`config.mk`:
```
export PLATFORM = sky130hd
export DESIGN_NAME = z80_bus_arbiter
export DESIGN_NICKNAME = d
export VERILOG_FILES = /design/src/rtl/z80_bus_arbiter.sv
export SDC_FILE = /design/constraint.sdc
export NUM_CORES = 1
export LEC_CHECK = 0
export ABC_AREA = 1
export BUFFER_PORTS_ARGS = -buffer_cell sky130_fd_sc_hd__buf_2
export CORE_MARGIN = 2
export CORE_UTILIZATION = 30
export CTS_BUF_LIST = sky130_fd_sc_hd__clkbuf_4 sky130_fd_sc_hd__clkbuf_8
export DETAILED_ROUTE_END_ITERATION = 6
export PLACE_DENSITY_LB_ADDON = 0.2
export SLEW_MARGIN = 20
export SYNTH_ARGS = -nofsm -noshare
export SYNTH_HDL_FRONTEND = slang
export SYNTH_SLANG_ARGS = --single-unit
export TNS_END_PERCENT = 5
```
`constraint.sdc`:
```
create_clock -name clk -period 1.7 [get_ports clk]
set_input_delay 0.255 -clock clk [delete_from_list [all_inputs] [get_ports clk]]
set_output_delay 0.255 -clock clk [all_outputs]
set_load 0.02 [all_outputs]
```
`src/rtl/z80_bus_arbiter.sv`:
```
// rtl/z80_bus_arbiter.sv - CPU/host single-port memory arbiter using the Z80 BUSRQ/BUSAK handshake
// Optional feature macro: Z80ARB_HOLD_EN (held host_req bursts of up to MAX_BURST accesses per grant)
module z80_bus_arbiter #(
    parameter int MAX_BURST = 16
) (
    input  logic        clk,
    input  logic        reset,
    input  logic [15:0] cpu_a,
    input  logic [7:0]  cpu_do,
    input  logic        cpu_mreq_n,
    input  logic        cpu_wr_n,
    input  logic        cpu_busak_n,
    output logic        cpu_busrq_n,
    output logic [7:0]  cpu_di,
    input  logic        host_req,
    input  logic        host_we,
    input  logic [15:0] host_addr,
    input  logic [7:0]  host_wdata,
    output logic        host_ack,
    output logic [7:0]  host_rdata,
    output logic        host_busy,
    output logic [15:0] mem_a,
    output logic        mem_we,
    output logic [7:0]  mem_wdata,
    input  logic [7:0]  mem_rdata
);

`ifdef Z80ARB_HOLD_EN
    localparam logic HOLD_EN = 1'b1;
`else
    localparam logic HOLD_EN = 1'b0;
`endif

    localparam logic [7:0] BURST_LIM = 8'(MAX_BURST);

    typedef enum logic [2:0] {
        S_IDLE,
        S_REQ,
        S_ACCESS,
        S_DATA,
        S_CHECK,
        S_DRAIN
    } state_t;

    state_t      state_q, state_d;
    logic [7:0]  burst_q, burst_d;
    logic        host_ack_q, host_ack_d;
    logic [7:0]  host_rdata_q, host_rdata_d;

    always_ff @(posedge clk) begin
        if (reset) begin
            state_q      <= S_IDLE;
            burst_q      <= 8'h00;
            host_ack_q   <= 1'b0;
            host_rdata_q <= 8'h00;
        end else begin
            state_q      <= state_d;
            burst_q      <= burst_d;
            host_ack_q   <= host_ack_d;
            host_rdata_q <= host_rdata_d;
        end
    end

    // The ack and read data are registered together at the end of DATA, so the
    // host sees them in the same cycle (the CHECK cycle) and can decide there.
    always_comb begin
        state_d      = state_q;
        burst_d      = burst_q;
        host_ack_d   = 1'b0;
        host_rdata_d = host_rdata_q;
        cpu_busrq_n  = 1'b1;
        mem_a        = cpu_a;
        mem_wdata    = cpu_do;
        mem_we       = ~cpu_mreq_n & ~cpu_wr_n;

        case (state_q)
            S_IDLE: begin
                if (host_req) begin
                    state_d = S_REQ;
                    burst_d = 8'h00;
                end
            end
            S_REQ: begin
                cpu_busrq_n = 1'b0;
                if (!cpu_busak_n) state_d = S_ACCESS;
            end
            S_ACCESS: begin
                cpu_busrq_n = 1'b0;
                mem_a       = host_addr;
                mem_wdata   = host_wdata;
                mem_we      = host_we;
                if (burst_q != 8'hFF) burst_d = burst_q + 8'h01;
                state_d     = S_DATA;
            end
            S_DATA: begin
                cpu_busrq_n = 1'b0;
                mem_a       = host_addr;
                mem_wdata   = host_wdata;
                mem_we      = 1'b0;
                host_ack_d  = 1'b1;
                if (!host_we) host_rdata_d = mem_rdata;
                state_d     = S_CHECK;
            end
            S_CHECK: begin
                // CPU is still parked here, so the bus stays with the host
                cpu_busrq_n = 1'b0;
                mem_a       = host_addr;
                mem_wdata   = host_wdata;
                mem_we      = 1'b0;
                if (HOLD_EN && host_req && (burst_q < BURST_LIM)) state_d = S_ACCESS;
                else                                               state_d = S_DRAIN;
            end
            S_DRAIN: begin
                if (cpu_busak_n) state_d = S_IDLE;
            end
            default: state_d = S_IDLE;
        endcase
    end

    assign cpu_di     = mem_rdata;
    assign host_ack   = host_ack_q;
    assign host_rdata = host_rdata_q;
    assign host_busy  = (state_q != S_IDLE);

endmodule
```
==> results.rst, run 1 <==
.. list-table::
   :header-rows: 1

   * - Metric
     - Value
   * - Via Count
     - 1,430
   * - Busiest layer in global routing
     - met2
   * - Slowest cell on crit path
     - dfxtp_2
   * - Setup crit end kind
     - output pin
   * - Net Count, Synth
     - 239
   * - Tot Pwr
     - around 0.0011 W
   * - Buffers from clock root to sink, at most
     - 2
   * - Yosys warns
     - 0
   * - Horizontal die dimension
     - 61.58 um
   * - Worst slack on hold paths
     - 0.1723 ns
   * - Cell area after technology mapping
     - 994.7 um2
   * - Vias per Instance
     - 4.455
   * - Maximum VDD drop
     - 320.2 uV
   * - Instance count of the mapped netlist
     - 176
   * - Average instance area after synthesis
     - between 5 and 6 um2
   * - Crit Path Max Fanout
     - 12
   * - Arr. time, crit path
     - 1.40 ns
   * - Met3 track utilization from global routing
     - 3.571%
   * - Post-CTS Hold Buffers
     - 0
   * - Area added between synthesis and finish
     - 62.89%
   * - Number of antenna violations at the first check in global routing
     - 0
   * - Final worst path period share
     - between 90% and 100%
   * - Delay of the slowest critical-path stage
     - around 0.35 ns
   * - Inserted Clock Buffers
     - 3
   * - Worst hold-check path type
     - input pin to flip-flop
   * - Clock Pin Slew Worst Setup and Hold Paths
     - 0.07 ns
   * - Residual DRC
     - 0
   * - Slew of the pin with the lowest slew margin
     - 0.4973 ns
   * - Fillcell total
     - 346
   * - Area of the core
     - 3103 um2
   * - Ant. Diodes
     - 0
   * - Unrepaired setup endpoints after global routing
     - yes
   * - Max-Slew Margin vs Limit
     - ~67%
   * - Power density relative to cell area
     - ~670 nW/um2
   * - Number of failing hold endpoints at the final stage
     - 0
   * - Vias in the first global route
     - 1,097
   * - Clock H-tree levels
     - 1
   * - Wire length of the first global-routing pass
     - 4.381 mm
   * - Depth of the most critical reg-to-reg path
     - 5
   * - Portion of synthesized cell area occupied by the leading cell type
     - 24.53%
   * - Final non-filler cell area
     - 1620 um2
   * - Die Y
     - ~60 um
   * - DR WL/cell
     - approximately 11 um
   * - Total Negative Setup Slacks
     - 0 ns
   * - FF+latch count, synth
     - 12
   * - TritonCTS clock tree
     - yes
   * - Post-synth top area cell
     - nand2_1
   * - Commonest cells after routing, fill and taps aside
     - buf_2, nand2_1, nand3_1
   * - Number of nets still failing antenna checks after routing
     - 0
   * - Synth unique cells
     - 16
   * - HPWL after detailed placement
     - 2.702 mm
   * - Clock insertion delay at the later pin of the skew report
     - 0.27 ns
   * - Worst setup skew after layout
     - ~0.0035 ns
   * - Leading cell types by total area after synthesis
     - nand2_1, dfxtp_1, nand3_1, buf_4, nor2_1
   * - Post-layout net count
     - 342
   * - Clk sinks
     - 12
   * - CP Data Required Time
     - roughly 1.4 ns
   * - Cell at the root of the clock tree
     - clkbuf_4
   * - Cell Chain, Critical Path
     - o21ai_4 > buf_12 > buf_6 > nand3_1 > nand2_1 > buf_2
   * - Ratio of cells with drive above 1 in the final layout
     - 44.77%
   * - GRT Resource Usage Total
     - 15.22%
   * - Max-slew violations
     - 0
   * - Iteration-0 DRC count of the detailed router
     - 83
   * - Final wirelength
     - 3.462 mm
   * - Category of the critical setup timing path
     - flip-flop to output pin
   * - Startpoint Class
     - flip-flop
   * - Sequential fraction of the synthesis area
     - 24.15%
   * - Number of I/O port buffers
     - approximately 110
   * - Boundary Pins
     - around 110
   * - Max Clk Rate
     - 0.6058 GHz
   * - Commonest non-fill, non-tap cell in the layout
     - buf_2
   * - Number of setup violations in the final report
     - 0
   * - Overall die area
     - 3792 um2
   * - Static leakage
     - 0.9856 nW
   * - GP Congestion
     - 0.9182
   * - Number of cells traversed by the worst hold path
     - 2
   * - # rows
     - 20
   * - Total gr overflow
     - 0
   * - First-pass DRT Iterations
     - 4
   * - Met2 Usage GRT
     - 29.47%
   * - Met1 Usage GRT
     - between 10% and 20%
   * - Core Util, Final
     - 52.22%
   * - Initial core utilization
     - 32.06%
   * - Clock period minus worst slack
     - 1.651 ns
   * - Largest net degree at the start of global routing
     - 26
   * - Area after detailed placement
     - 1493 um2
   * - Max-cap violations
     - 0
   * - Run status
     - completed
logic make-up after synthesis:
kind of cell    after synthesis  synth area share, %
simple gates                129                54.72
buf+inv                      30                17.48
flops                        12                24.15
compound gates                5                3.648
layout make-up:
class                           instances  area [um2]  area share (%)
Timing Repair Buffer                  112       631.9           39.00
Multi-Input combinational cell        135       605.6           37.37
Sequential cell                        12       249.0           15.37
Inverter                               15       56.30           3.475
Tap cell                               44       55.05           3.398
Clock buffer                            3       22.52           1.390
through the flow:
stage                     instances  worst slack (ns)
after floorplan                 176            0.3467
after global placement          315            0.2656
after detailed placement        315            0.2418
after CTS                       318           0.02130
after global routing            321          -0.01311
final                           321           0.04924
Yosys cell counts:
cell and count:
nor2_2 1, o21ai_0 2, nand3_1 38, nor2_1 23, inv_2 1, buf_6 2
inv_1 12, dfxtp_1 12, a21oi_1 2, buf_4 12, o21ai_4 1, nand2_2 1
clkinv_1 2, buf_2 1, nand2_1 65, nand2_4 1
metal layers:
metal / vias to the layer above / part of all wire (%) / wire (um)
met1: 604 / 39 / 1364
met2: 71 / 48 / 1665
met5: - / 0 / 0
li1: 753 / - / -
met4: 0 / 0.52 / 18
met3: 2 / 12 / 414
report_power, final:
part	internal, W	total (W)	switching, W
logic	0.000238	0.000603	0.000365
registers	0.000293	0.000307	0.0000147
clock network	0.0000818	0.000168	0.0000860
total	0.000613	0.00108	0.000465
state kept, by name (all words and copies together) (netlist names):
name        flops
state_q         3
host_ack        1
host_rdata      8
critical path, delay by kind of cell, from the launching register on:
kind / cells / cell delay [ns]
simple gates: 2 / 0.14
flops: 1 / 0.35
compound gates: 1 / 0.19
buf+inv: 3 / 0.44
repair_timing:
item | 4_1_cts | 5_1_grt
cloned | 0 | 2
buffers inserted | 0 | 1
gates resized for setup | 2 | 22
endpoints found under the setup margin | 25 | 25
pin swaps | 0 | 2
final timing paths:
check / startpoint / endpoint / slack (ns)
max: state_q[0] / mem_a[7] / 0.05
max reg2reg: state_q[0] / host_rdata[2] / 0.45
min reg2reg: host_rdata[2] / host_rdata[2] / 0.48
min: reset / state_q[2] / 0.17
Note: power is estimated with default switching activity, not from simulation.
==> inputs of run 2 (changes only) <==
--- a/config.mk
+++ b/config.mk
@@ -7,8 +7,10 @@
 export LEC_CHECK = 0
 export ABC_AREA = 1
 export BUFFER_PORTS_ARGS = -buffer_cell sky130_fd_sc_hd__buf_2
+export CELL_PAD_IN_SITES_DETAIL_PLACEMENT = 2
+export CELL_PAD_IN_SITES_GLOBAL_PLACEMENT = 2
 export CORE_MARGIN = 2
-export CORE_UTILIZATION = 30
+export CORE_UTILIZATION = 14
 export CTS_BUF_LIST = sky130_fd_sc_hd__clkbuf_4 sky130_fd_sc_hd__clkbuf_8
 export DETAILED_ROUTE_END_ITERATION = 6
 export PLACE_DENSITY_LB_ADDON = 0.2
==> constraint.sdc (replaced) <==
create_clock -name clk -period 1.7 [get_ports clk]
set_input_delay 0.255 -clock clk [delete_from_list [all_inputs] [get_ports clk]]
set_output_delay 0.255 -clock clk [all_outputs]
set_load 0.1 [all_outputs]
==> results.rst, run 2 (synthesized netlist as in run 1, its figures left out) <==
.. list-table::
   :header-rows: 1

   * - Metric
     - Value
   * - Run status
     - complete, but fails checks
   * - Violated checks
     - setup timing
   * - First-pass DRT Iterations
     - 4 (unchanged)
   * - GP Congestion
     - 0.7348 (-20%)
   * - Worst setup skew after layout
     - 0.001035 ns (-0.002474 ns)
   * - Slack of the critical path
     - -0.02004 ns (-0.06928 ns)
   * - Horizontal die dimension
     - 88.29 um (+43%)
   * - Startpoint Class
     - flip-flop
   * - Number of I/O port buffers
     - 106 (unchanged)
   * - Via Count
     - 1,573 (+10%)
   * - Source of the critical timing path
     - state_q[1]
   * - Flip-flop count of the largest register, all copies and words added
     - 8 (unchanged)
   * - Overall die area
     - 7795 um2 (+110%)
   * - Ant. Diodes
     - 0 (unchanged)
   * - Max Clk Rate
     - 0.5814 GHz (-4.0%)
   * - Vias per Instance
     - 4.118 (-7.6%)
   * - Post-layout net count
     - 350 (+2.3%)
   * - Depth of the most critical reg-to-reg path
     - 6 (+1)
   * - Clock H-tree levels
     - 1 (unchanged)
   * - Slew of the pin with the lowest slew margin
     - 0.5069 ns (+0.009643 ns)
   * - Routed length on met2
     - 2.520 mm (+51%)
   * - Clock Pin Slew Worst Setup and Hold Paths
     - 0.05 ns (-0.02 ns)
   * - TritonCTS clock tree
     - yes
   * - Static leakage
     - 1.197 nW (+21%)
   * - Start of the worst register-to-register path
     - state_q[2]
   * - Number of setup violations in the final report
     - 5 (+5)
   * - Number of nets still failing antenna checks after routing
     - 0 (unchanged)
   * - Unrepaired setup endpoints after global routing
     - yes
   * - Power density relative to cell area
     - 1027 nW/um2 (+54%)
   * - CP Data Required Time
     - 1.44 ns (about the same)
   * - Clock period minus worst slack
     - 1.720 ns (+0.06928 ns)
   * - Switching share of power
     - 54.65% (+11 points)
   * - Max-Slew Margin vs Limit
     - 66.44% (-0.29 points)
   * - Initial core utilization
     - 14.56% (-17 points)
   * - Die Y
     - 88.29 um (+43%)
   * - Total Negative Setup Slacks
     - -0.04961 ns (-0.04961 ns)
   * - Cell Count, Final, Fillers Out
     - 382 (+19%)
   * - Setup crit end kind
     - output pin
   * - Commonest cells after routing, fill and taps aside
     - buf_2, nand2_1, nand3_1
   * - Category of the critical setup timing path
     - flip-flop to output pin
   * - Total area of multi-input combinational cells
     - 725.7 um2 (+20%)
   * - DR WL met3
     - 478 um (+15%)
   * - Commonest non-fill, non-tap cell in the layout
     - buf_2
   * - R2R Path End
     - host_rdata[3]
   * - Number of failing hold endpoints at the final stage
     - 0 (unchanged)
   * - Fillcell total
     - 820 (+140%)
   * - Final wirelength
     - 5.333 mm (+54%)
   * - Comb power frac
     - 74.1% (+18 points)
   * - Internal power
     - 0.001083 W (+77%)
   * - Crit Path Max Fanout
     - 7 (-5)
   * - Arr. time, crit path
     - 1.47 ns (+0.07 ns)
   * - Final worst path period share
     - 101.2% (+4.1 points)
   * - Maximum VDD drop
     - 387.6 uV (+21%)
   * - P_sw
     - 0.001305 W (+180%)
   * - GRT Resource Usage Total
     - 13.38% (-1.8 points)
   * - R2R setup slack
     - 0.39 ns (-0.06 ns)
   * - Number of antenna violations at the first check in global routing
     - 0 (unchanged)
   * - Total gr overflow
     - 0 (unchanged)
   * - Max-cap violations
     - 0 (unchanged)
   * - Sequential fraction of design power
     - 12.9% (-16 points)
   * - Iteration-0 DRC count of the detailed router
     - 20 (-76%)
   * - Sequential standard cell area
     - 249.0 um2 (unchanged)
   * - Vias in the first global route
     - 1,636 (+49%)
   * - Buffers from clock root to sink, at most
     - 2 (unchanged)
   * - Area of the core
     - 6832 um2 (+120%)
   * - # rows
     - 30 (+50%)
   * - Ratio of cells with drive above 1 in the final layout
     - 59.79% (+15 points)
   * - Max-slew violations
     - 0 (unchanged)
   * - Area added between synthesis and finish
     - 133.7%
   * - Boundary Pins
     - 107 (unchanged)
   * - Post-CTS Hold Buffers
     - 0 (unchanged)
   * - DR WL/cell
     - 13.96 um (+29%)
   * - Worst slack on hold paths
     - 0.2278 ns (+0.05549 ns)
   * - Worst hold-check path type
     - input pin to flip-flop
   * - Portion of total power attributed to the clock network
     - 13.0% (-2.6 points)
   * - Residual DRC
     - 0 (unchanged)
   * - Wire length on met1
     - 2.302 mm (+69%)
   * - Clk sinks
     - 12 (unchanged)
   * - Inserted Clock Buffers
     - 3 (unchanged)
   * - Largest net degree at the start of global routing
     - 17 (-35%)
   * - Max layer used
     - met4
   * - HPWL after detailed placement
     - 4.164 mm (+54%)
   * - Placement-stage worst setup slack
     - 0.1125 ns (-0.1293 ns)
   * - Instance count after placement with tap cells included
     - 371 (+18%)
   * - Clock insertion delay at the later pin of the skew report
     - 0.24 ns (-0.03 ns)
   * - Wire length of the first global-routing pass
     - 8.190 mm (+87%)
   * - Termination of the worst setup path
     - mem_a[7]
   * - Cell at the root of the clock tree
     - clkbuf_8
## run 2: cell types whose count changed in the layout (fill, tap and decap cells not counted), moves of 6 or more
| cell | change |
|---|---|
| buf_12 | +30 |
| buf_2 | -14 |
| buf_4 | -8 |
| nand2_1 | -30 |
| nand2_2 | +30 |
| nand3_1 | -6 |
| nand3_2 | +6 |
## run 2: critical path, cell delays in order, from the launching register on
cell	delay (ns)
dfxtp_4	0.36
o21ai_4	0.23
buf_12	0.17
buf_12	0.13
nand3_1	0.08
nand2_2	0.08
buf_12	0.17
## run 2: metrics by stage
step           util (%)  instance area, um2  power, W
2_1_floorplan         -                1001  0.001382
3_3_place_gp      29.63                2024  0.001976
3_5_place_dp      29.63                2024  0.001989
4_1_cts           32.12                2195  0.002338
5_1_grt           34.03                2325  0.002496
6_report          34.03                2325  0.002388
## run 2: cell type report
| class | count | share of cell area [%] |
|---|---|---|
| sequential | 12 | 10.71 |
| multi-input combinational | 135 | 31.22 |
| tap | 96 | 5.167 |
| timing repair buffer | 120 | 48.12 |
| clock buffer | 4 | 2.368 |
| inverter | 15 | 2.422 |
## run 2: how the worst min path moves through the flow
stage / start / end / slack [ns] / cells after the start
global route: reset / state_q[2] / 0.23 / 2
global placement: host_rdata[6] / host_rdata[6] / 0.46 / 2
detailed placement: host_rdata[6] / host_rdata[6] / 0.48 / 2
finish: reset / state_q[2] / 0.23 / 2
floorplan: reset / state_q[2] / 0.32 / 1
CTS: reset / state_q[2] / 0.23 / 2
## run 2: power by group through the flow
| stage | clock (W) | sequential [W] | combinational, W |
|---|---|---|---|
| finish | 0.000311 | 0.000308 | 0.00177 |
| global route | 0.000339 | 0.000310 | 0.00185 |
| CTS | 0.000318 | 0.000308 | 0.00171 |
| detailed placement | 0 | 0.000313 | 0.00168 |
| global placement | 0 | 0.000312 | 0.00166 |
| floorplan | 0 | 0.000341 | 0.00104 |
## run 2: what timing repair did
item                       4_1_cts  5_1_grt
gates cloned                     2        0
hold endpoints to repair         0        0
gates resized for setup         15       32
pin swaps                        2       16
buffers inserted                 3        2
setup endpoints to repair       26       26
## run 2: layer usage
layer / track usage, % / vias up
met3: 2.799 / 4
met1: 16.59 / 724
met4: 2.479 / 0
met5: 0 / -
met2: 24.06 / 78
li1: - / 767
